[config.mk]
export PLATFORM = sky130hd
export DESIGN_NAME = ascii_msg_tx
export DESIGN_NICKNAME = d
export VERILOG_FILES = /design/src/rtl/atm_pkg.sv /design/src/rtl/nibble_to_ascii.sv /design/src/rtl/ascii_msg_tx.sv
export SDC_FILE = /design/constraint.sdc
export NUM_CORES = 1
export LEC_CHECK = 0
export ABC_CLOCK_PERIOD_IN_PS = 5700
export CAP_MARGIN = 20
export CORE_UTILIZATION = 52
export CTS_CLUSTER_SIZE = 14
export DETAILED_ROUTE_END_ITERATION = 10
export DONT_BUFFER_PORTS = 1
export PLACE_DENSITY = 0.67
export SETUP_SLACK_MARGIN = 0.5
export SYNTH_ARGS = -nofsm -noshare
export SYNTH_HDL_FRONTEND = slang
export SYNTH_SLANG_ARGS = --single-unit
[constraint.sdc]
create_clock -name clk -period 5.7 [get_ports clk]
set_input_delay 1.425 -clock clk [delete_from_list [all_inputs] [get_ports clk]]
set_output_delay 1.425 -clock clk [all_outputs]
set_load 0.05 [all_outputs]
[src/rtl/atm_pkg.sv]
// Shared ATM console constants: status codes, ASCII characters and the
// serialiser state encoding.
package atm_pkg;

    localparam int unsigned CODE_W  = 4;
    localparam int unsigned VALUE_W = 16;
    localparam int unsigned BYTE_W  = 8;
    localparam int unsigned IDX_W   = 2;

    localparam logic [CODE_W-1:0] ACC_FOUND      = 4'd1;
    localparam logic [CODE_W-1:0] ACC_NOT_FOUND  = 4'd2;
    localparam logic [CODE_W-1:0] PIN_OK         = 4'd3;
    localparam logic [CODE_W-1:0] PIN_BAD        = 4'd4;
    localparam logic [CODE_W-1:0] AMT_OK         = 4'd5;
    localparam logic [CODE_W-1:0] AMT_BAD        = 4'd6;
    localparam logic [CODE_W-1:0] USER_EXIT      = 4'd7;
    localparam logic [CODE_W-1:0] INPUT_COMPLETE = 4'd8;

    localparam logic [BYTE_W-1:0] ASCII_CR    = 8'h0D;
    localparam logic [BYTE_W-1:0] ASCII_LF    = 8'h0A;
    localparam logic [BYTE_W-1:0] ASCII_SPACE = 8'h20;
    localparam logic [BYTE_W-1:0] ASCII_ZERO  = 8'h30;
    localparam logic [BYTE_W-1:0] ASCII_A     = 8'h41;
    localparam logic [BYTE_W-1:0] ASCII_QMARK = 8'h3F;

    typedef enum logic [2:0] {
        ST_IDLE,
        ST_TAG,
        ST_SEP,
        ST_DIGIT,
        ST_CR,
        ST_LF
    } tx_state_t;

endpackage

[src/rtl/nibble_to_ascii.sv]
// Combinational nibble-to-ASCII digit converter; non-decimal nibbles become
// hex letters or '?' depending on HEX_DIGITS.
module nibble_to_ascii
    import atm_pkg::*;
#(
    parameter bit HEX_DIGITS = 1'b1
) (
    input  logic [3:0]        nibble,
    output logic [BYTE_W-1:0] ascii_c
);

    always_comb begin
        ascii_c = ASCII_QMARK;
        if (nibble < 4'd10) begin
            ascii_c = ASCII_ZERO + BYTE_W'(nibble);
        end else if (HEX_DIGITS) begin
            ascii_c = ASCII_A + BYTE_W'(nibble - 4'd10);
        end
    end

endmodule

[src/rtl/ascii_msg_tx.sv]
// Serialises a status tag, an optional 4-digit value and CR/LF as an ASCII
// line, one byte per valid/ready handshake.
module ascii_msg_tx
    import atm_pkg::*;
#(
    parameter int unsigned NUM_DIGITS = 4,
    parameter bit          HEX_DIGITS = 1'b1
) (
    input  logic               clk,
    input  logic               rst_n,
    input  logic               start,
    input  logic [CODE_W-1:0]  status_code,
    input  logic               show_val,
    input  logic [VALUE_W-1:0] value,
    output logic [BYTE_W-1:0]  tx_data,
    output logic               tx_valid,
    input  logic               tx_ready,
    output logic               busy,
    output logic               done
);

    localparam logic [IDX_W-1:0] LAST_TAG   = 2'd3;
    localparam logic [IDX_W-1:0] LAST_DIGIT = IDX_W'(NUM_DIGITS - 1);

    tx_state_t          state;
    tx_state_t          nxt_state;
    logic [IDX_W-1:0]   idx;
    logic [IDX_W-1:0]   nxt_idx;
    logic [CODE_W-1:0]  code_q;
    logic               show_q;
    logic [VALUE_W-1:0] value_q;
    logic [3:0]         digit_nibble;
    logic [BYTE_W-1:0]  digit_c;
    logic [BYTE_W-1:0]  nxt_byte;

    // Tag ROM: 4 characters per status code, leftmost character at pos 0.
    function automatic logic [BYTE_W-1:0] tag_char(input logic [CODE_W-1:0] code,
                                                   input logic [IDX_W-1:0]  pos);
        logic [31:0] word;
        case (code)
            ACC_FOUND:      word = "ACOK";
            ACC_NOT_FOUND:  word = "ACNF";
            PIN_OK:         word = "PNOK";
            PIN_BAD:        word = "PNBD";
            AMT_OK:         word = "AMOK";
            AMT_BAD:        word = "AMBD";
            USER_EXIT:      word = "EXIT";
            INPUT_COMPLETE: word = "DONE";
            default:        word = "ERR?";
        endcase
        case (pos)
            2'd0:    return word[31:24];
            2'd1:    return word[23:16];
            2'd2:    return word[15:8];
            default: return word[7:0];
        endcase
    endfunction

    nibble_to_ascii #(.HEX_DIGITS(HEX_DIGITS)) u_digit (
        .nibble  (digit_nibble),
        .ascii_c (digit_c)
    );

    // Position and byte that follow the one currently presented.
    always_comb begin
        nxt_state    = state;
        nxt_idx      = idx;
        digit_nibble = value_q[3:0];
        nxt_byte     = 8'h00;
        case (state)
            ST_TAG: begin
                if (idx == LAST_TAG) begin
                    nxt_idx   = '0;
                    nxt_state = show_q ? ST_SEP : ST_CR;
                end else begin
                    nxt_idx = idx + 2'd1;
                end
            end
            ST_SEP: begin
                nxt_idx   = '0;
                nxt_state = ST_DIGIT;
            end
            ST_DIGIT: begin
                if (idx == LAST_DIGIT) begin
                    nxt_idx   = '0;
                    nxt_state = ST_CR;
                end else begin
                    nxt_idx = idx + 2'd1;
                end
            end
            ST_CR:   nxt_state = ST_LF;
            ST_LF:   nxt_state = ST_IDLE;
            default: nxt_state = ST_IDLE;
        endcase
        case (nxt_idx)
            2'd0:    digit_nibble = value_q[3:0];
            2'd1:    digit_nibble = value_q[7:4];
            2'd2:    digit_nibble = value_q[11:8];
            default: digit_nibble = value_q[15:12];
        endcase
        case (nxt_state)
            ST_TAG:   nxt_byte = tag_char(code_q, nxt_idx);
            ST_SEP:   nxt_byte = ASCII_SPACE;
            ST_DIGIT: nxt_byte = digit_c;
            ST_CR:    nxt_byte = ASCII_CR;
            ST_LF:    nxt_byte = ASCII_LF;
            default:  nxt_byte = 8'h00;
        endcase
    end

    // Line sequencer; tx_data is reloaded in the handshake cycle so a held-high
    // tx_ready sustains one byte per cycle.
    always_ff @(posedge clk or negedge rst_n) begin
        if (!rst_n) begin
            state    <= ST_IDLE;
            idx      <= '0;
            code_q   <= '0;
            show_q   <= 1'b0;
            value_q  <= '0;
            tx_data  <= 8'h00;
            tx_valid <= 1'b0;
            busy     <= 1'b0;
            done     <= 1'b0;
        end else begin
            done <= 1'b0;
            if (!busy) begin
                if (start) begin
                    code_q   <= status_code;
                    show_q   <= show_val;
                    value_q  <= value;
                    state    <= ST_TAG;
                    idx      <= '0;
                    tx_data  <= tag_char(status_code, 2'd0);
                    tx_valid <= 1'b1;
                    busy     <= 1'b1;
                end
            end else if (tx_valid && tx_ready) begin
                state <= nxt_state;
                idx   <= nxt_idx;
                if (nxt_state == ST_IDLE) begin
                    tx_valid <= 1'b0;
                    busy     <= 1'b0;
                    done     <= 1'b1;
                end else begin
                    tx_data <= nxt_byte;
                end
            end
        end
    end

endmodule

; After elaboration in Yosys (flattened, before gate mapping)
; Memories as Yosys holds them, arrays and structs flattened.
; Index checks and enable logic that the tools add are counted.
[totals]
ff_bits = 37
rom_bits = 640
in_bits = 25
output_inout_bits = 11
elab_cells = 72
memories = 2
[op_classes]
addsub = 4
n_lt_le_gt_ge = 1
eq_ne = 15
mux = 31
bitwise_logic = 1
reduce_logical = 9
[memory_table]
columns = memory, depth, word_bits, read_ports, rd_ports_with_merged_regs, wr, line
row1 = (name not given), 16, 20, 1, 0, 0, ascii_msg_tx.sv:40  ; case (code)
row2 = (name not given), 16, 20, 1, 0, 0, ascii_msg_tx.sv:40
[op_table]
columns = cell, n
row1 = 2-to-1 mux 8 bit, 5
row2 = case mux 8 bit (5 select lines), 1
row3 = case mux 8 bit (3 select lines), 1
row4 = 2-to-1 mux 3 bit, 6
row5 = == test 3 x 2 -> 1 bit (second input constant), 4
row6 = case mux 3 bit (4 select lines), 1
row7 = case mux 4 bit (3 select lines), 1
row8 = 2-to-1 mux 1 bit, 11
row9 = == test 3 bit (second input constant), 3
row10 = adder 7 x 8 -> 8 bit (first input constant), 1
row11 = 2-to-1 mux 2 bit, 4
row12 = adder 6 x 4 -> 7 bit (first input constant), 1
row13 = == test 3 x 1 -> 1 bit (second input constant), 2
row14 = AND reduction 3 bit, 2
row15 = subtractor 4 x 4 -> 5 bit (second input constant), 1
row16 = == test 2 bit (second input constant), 2
row17 = less-than comparator 4 bit (second input constant), 1
row18 = inequality test 2 x 1 -> 1 bit (second input constant), 2
row19 = case mux 2 bit (2 select lines), 1
row20 = AND reduction 2 bit, 2
row21 = zero test 3 bit, 1
row22 = adder 2 x 1 -> 2 bit (second input constant), 1
row23 = == test 2 x 1 -> 1 bit (second input constant), 1
row24 = zero test 2 bit, 1
row25 = other kinds (5), 5

; Logic depth before layout (Yosys ltp)
[depth]
word_depth = 12
depth_mapped = 15
mapped_depth_nobuf = 14

; By module
; A second synthesis with hierarchy kept.
[unflattened]
cells_unflattened = 316
area_unflattened_um2 = 2566.2
[modules_own_cells]
columns = mod, instances, cells_per_inst, area_each_um2, seq_area_each_um2
row1 = ascii_msg_tx, 1, 288, 2383.5, 925.9
row2 = nibble_to_ascii, 1, 28, 182.7, 0.0

; Least setup slack after synthesis
; No wires, ideal clock.
[synth_timing]
path_kind = register to register
startpoint = register idx[0]
endpoint = register tx_data[4]
setup_time_ns = 0.132
arrival_time_ns = 2.645
required_time_ns = 5.568
setup_slack_ns = 2.924
path_stages_with_launch = 16
n_path_buf = 1
period_less_slack_ns = 2.776
cell_sequence = dfrtp_1 -> ha_1 -> nor4b_4 -> a21oi_2 -> buf_6 -> mux2i_1 -> nand2_1 -> nand2_1 -> ha_1 -> inv_1 -> ha_1 -> nand3b_1 -> nor2_1 -> nand3_1 -> o22ai_1 -> nand3b_1
[synth_between]
elab_chain_len = 12
word_cells_on_any_way = 29
cone_classes = 4 x add/sub / 1 x order compare / 9 x eq/ne / 12 x mux / 3 x reduce/logical
[synth_lines]
columns = item, line
row1 = from (decl), ascii_msg_tx.sv:27  ; logic [IDX_W-1:0] idx;
row2 = from (signal assigned), ascii_msg_tx.sv:139  ; idx <= nxt_idx;
row3 = adder 2 x 1 -> 2 bit or == test 2 bit (tied branches), n/a
row4 = 2-to-1 mux 2 bit, "ascii_msg_tx.sv:72, ascii_msg_tx.sv:84"
row5 = case mux 2 bit (2 select lines), ascii_msg_tx.sv:70  ; case (state)
row6 = "== test 2 bit, or another cell as far along", "ascii_msg_tx.sv:51, ascii_msg_tx.sv:95"
row7 = case mux 4 bit (3 select lines), ascii_msg_tx.sv:95  ; case (nxt_idx)
row8 = subtractor 4 x 4 -> 5 bit, nibble_to_ascii.sv:17  ; ascii_c = ASCII_A + BYTE_W'(nibble - 4'd10);
row9 = adder 7 x 8 -> 8 bit, nibble_to_ascii.sv:17
row10 = 2-to-1 mux 8 bit, nibble_to_ascii.sv:14  ; if (nibble < 4'd10) begin
row11 = case mux 8 bit (5 select lines), ascii_msg_tx.sv:101  ; case (nxt_state)
row12 = 2-to-1 mux 8 bit, ascii_msg_tx.sv:140  ; if (nxt_state == ST_IDLE) begin
row13 = 2-to-1 mux 8 bit, ascii_msg_tx.sv:137  ; end else if (tx_valid && tx_ready) begin
row14 = 2-to-1 mux 8 bit, ascii_msg_tx.sv:126  ; if (!busy) begin
row15 = to (signal assigned), ascii_msg_tx.sv:133  ; tx_data <= tag_char(status_code, 2'd0);
row16 = to (signal assigned), ascii_msg_tx.sv:145  ; tx_data <= nxt_byte;
row17 = to (decl), ascii_msg_tx.sv:15  ; output logic [BYTE_W-1:0] tx_data,
; Parallel ways exist; a longest one is shown, timed or not. The select of a mux whose other input is x is not followed.
; A chain may end at the register's enable or synchronous reset.

; Worst setup path in the final report
; Ends and elaborated chain as after synthesis.

==> results.md <==
- Final slew viol count: 0
- Clk_skew: ~0.014 ns
- Placeable Area: 0.004474 sq mm
- Worst VDD drop: between 0.3 and 0.4 mV
- Row cnt: 24
- Worst-path clk slew: roughly 0.080 ns
- Clk Latency, worst-skew pair: about 0.29 ns
- Area Overhead vs Synth: 3.541%
- # nets final: between 300 and 400
- EDFF count, synth: 0
- # setup viols final: 0
- Setup TNS: 0 ns
- Netlist cell types: 57
- Worst EP required: 5.93 ns
- Top cell type's share of synthesized area: 0.3642
- Fraction of layout instances using a drive strength above 1: 0.07904
- Simple-Gate Fraction of Synth Area: 0.2473
- Comb pwr share: 0.538
- I/O pins: 36
- RSZ-0062 raised after global routing: false
- Critical path's top delay family: adder cells
- Die area: 0.005037 sq mm
- Initial detailed-routing violation count: 182
- Mux share of post-synthesis cell area: 0.04299
- Hold Violations, Final: 0
- Clk network pwr share: 0.109
- Largest net degree at the start of global routing: 37
- Post-CTS Setup Inserts: 0
- Syn Nets: around 340
- Slew HR: 0.2894
- Worst Path Arrival: 3.51 ns
- Post-DR vias/cell: slightly above 6
- Hold buffer count at CTS: 0
- PD cells: around 680 mW/mm^2
- Port Buf Inserts: 0
- Fmax: 0.3047 GHz
- Sw frac: 0.5156
- Antenna viol nets, final: 0
- Die Y: slightly above 70 microns
- CTS tree: done
- Detailed placement HPWL: between 4000 and 5000 microns
- Per-cell routed wire length: about 16 microns
- Worst path bufs/invs: 1
- Post-synth design cell area: 0.002474 sq mm
- Critical path, cell by cell: ha_1 -> nor4b_4 -> a21oi_2 -> mux2i_1 -> nand2_1 -> nand2_1 -> ha_1 -> inv_1 -> ha_1 -> nand3b_1 -> nor2_1 -> nand3_1 -> o22ai_1 -> nand3b_1
- MaxCap Viol Count: 0
- Crit path time final: between 3 and 4 ns
- Clk root buf: clkbuf_8
- TritonCTS Sinks: 36
- Die width: 70.97 microns
- Fin crit share: 0.5758
- Largest family of logic cells by synthesized area: simple AND/OR/NAND/NOR gates
- Crit-path max FO: 13
- Via count: roughly 2.1k
- Max Root-Sink Buffers: 2
- CTS Buf Count: 5
- GR Overflow Total: 0
- Sequential share of the synthesized area: 0.3642
- Post-CTS sizing: 0
- Leak Pwr: about 1.1 nW
- Compound-gate portion of the synthesized area: 0.2301
- CP startpoint kind: register
- DP Cell Count: approximately 340
- Critical Path End Type: register
- Post-synthesis area per instance: 8.273 sq um
- Fin util: 0.5724
- Pre-antenna DRT Iters: 4
- H-tree levels: 2
- YS warnings: 0
- Post-Synthesis Cells: ~300
- First-pass GRT wire length: a little under 10000 microns
- Status: finished, final reports clean
- Worst hold path class: register to register
- Initial antenna violation count: 0
- NetSw: between 0.8 and 0.9 mW
- Tot GR Track Use: 0.2518
- Gpl congestion: roughly 0.83
- Post-route insts no fill: between 300 and 400
- Drt drc: 0
- Synth area leaders: dfrtp_1, nand2_1, ha_1
- Fraction of registers with async set or reset after synthesis: 1.000
- Antenna Cells: 0
- Initial core utilization: 0.5529
- CP peak stage delay: 0.59 ns
- Number of synthesized register bits: 36
- Fill count: 442
- Post-synthesis xor/xnor area fraction: 0.007081
- Post-synth top area cell: dfrtp_1
- Worst Setup Path Type: register to register
- Synth Area in Adders: 0.05564
- Slowest-stage cell, CP: a21oi_2
- Worst-Margin Slew: 1.061 ns
- Sequential share of power: 0.353
- Vias in the first global route: ~2k
- Most frequent CP cell: ha_1
- Final WL: 5652 microns
- Int Pwr: between 0.8 and 0.9 mW
- Top FF cell, synth: dfrtp_1
cell usage in the layout, fill, tap and decap left out, drive strengths merged, types with 3 or more instances in the layout:
master / instances
nor2b: 5
nand3b: 4
o211ai: 3
nor2: 22
inv: 10
a21o: 5
clkbuf: 7
o21ai: 19
a221oi: 3
a211oi: 6
nor3: 8
a21oi: 12
mux2i: 5
a31oi: 11
dfrtp: 36
nand2: 70
ha: 11
nand3: 9
area by class of cell:
cell class	instances	area [sq um]	area share
multi-input cells	235	1449	0.5657
flip-flops and latches	36	900.9	0.3517
repair buffers	2	15.01	0.005862
clock buffers	7	86.33	0.03371
clock inverters	1	7.507	0.002931
well taps	52	65.06	0.02540
inverters	10	37.54	0.01466
routing by layer:
layer,vias to the layer above,wire length [microns],GRT usage
li1,1051,-,-
met1,983,2607,0.3447
met2,56,2636,0.4017
met3,8,334,0.05413
met4,0,75,0.08000
met5,-,0,0
synthesized netlist by cell type, types with 2 or more instances:
master / number
a21o_1: 4
inv_1: 10
or3_1: 2
o21ai_1: 2
nor2_1: 22
and3b_1: 2
a21oi_1: 10
or3b_2: 2
o2111ai_1: 2
nand2b_1: 2
nor2b_1: 5
buf_2: 2
ha_1: 11
o22ai_1: 2
a2111oi_0: 2
o211ai_1: 3
buf_1: 2
clkbuf_1: 10
nand3b_1: 4
nand3_1: 9
nand2_1: 70
a211oi_1: 6
a22oi_1: 2
xor2_1: 2
a221oi_1: 3
a31oi_1: 11
buf_4: 3
a21oi_2: 2
nor3_1: 8
dfrtp_1: 36
o21ai_0: 17
mux4_2: 2
mux2i_1: 5
state kept, by name (all words and copies together) (netlist names):
signal	count
busy	1
state	3
tx_valid	1
idx	2
value_q	16
code_q	4
show_q	1
done	1
tx_data	7
worst min-delay path, delay by kind of cell (launching register included):
family,cells,cell delay (ns)
flops,1,0.35
simple gates,2,0.11
per-stage QoR:
stage	setup WS [ns]	hold WS, ns	power [mW]	area (sq um)
floorplan	2.924	0.4379	1.351	2474
global placement	2.567	0.4654	1.530	2467
detailed placement	2.502	0.4694	1.538	2467
CTS	2.470	0.4865	1.733	2561
global route	2.110	0.5050	1.898	2561
finish	2.418	0.4812	1.739	2561
cell families after synthesis:
| group | Yosys count |
|---|---|
| adders and majority gates | 11 |
| buffers and inverters | 28 |
| DFF | 36 |
| AOI/OAI and AO/OA | 82 |
| other | 1 |
| and+or+nand+nor | 131 |
| muxes | 8 |
| xor gates and xnor gates | 2 |
path summary, 6_finish.rpt:
path / startpoint / endpoint / slack, ns / cells after the start
setup / recovery: idx[0] / tx_data[4] / 2.42 / 14
hold / removal: show_q / show_q / 0.48 / 2
setup reg to reg: idx[0] / tx_data[4] / 2.42 / 14
hold reg to reg: show_q / show_q / 0.48 / 2
max in group asynchronous: rst_n / code_q[0] / 4.79 / 0
min in group asynchronous: rst_n / state[2] / 0.82 / 0
power by group through the flow:
stage | Combinational, mW | Clock, mW | Sequential, mW
floorplan | 0.800 | 0 | 0.551
global placement | 0.916 | 0 | 0.615
detailed placement | 0.919 | 0 | 0.619
CTS | 0.926 | 0.193 | 0.613
global route | 1.06 | 0.205 | 0.634
finish | 0.936 | 0.190 | 0.613
(Power assumes the default switching activity.)
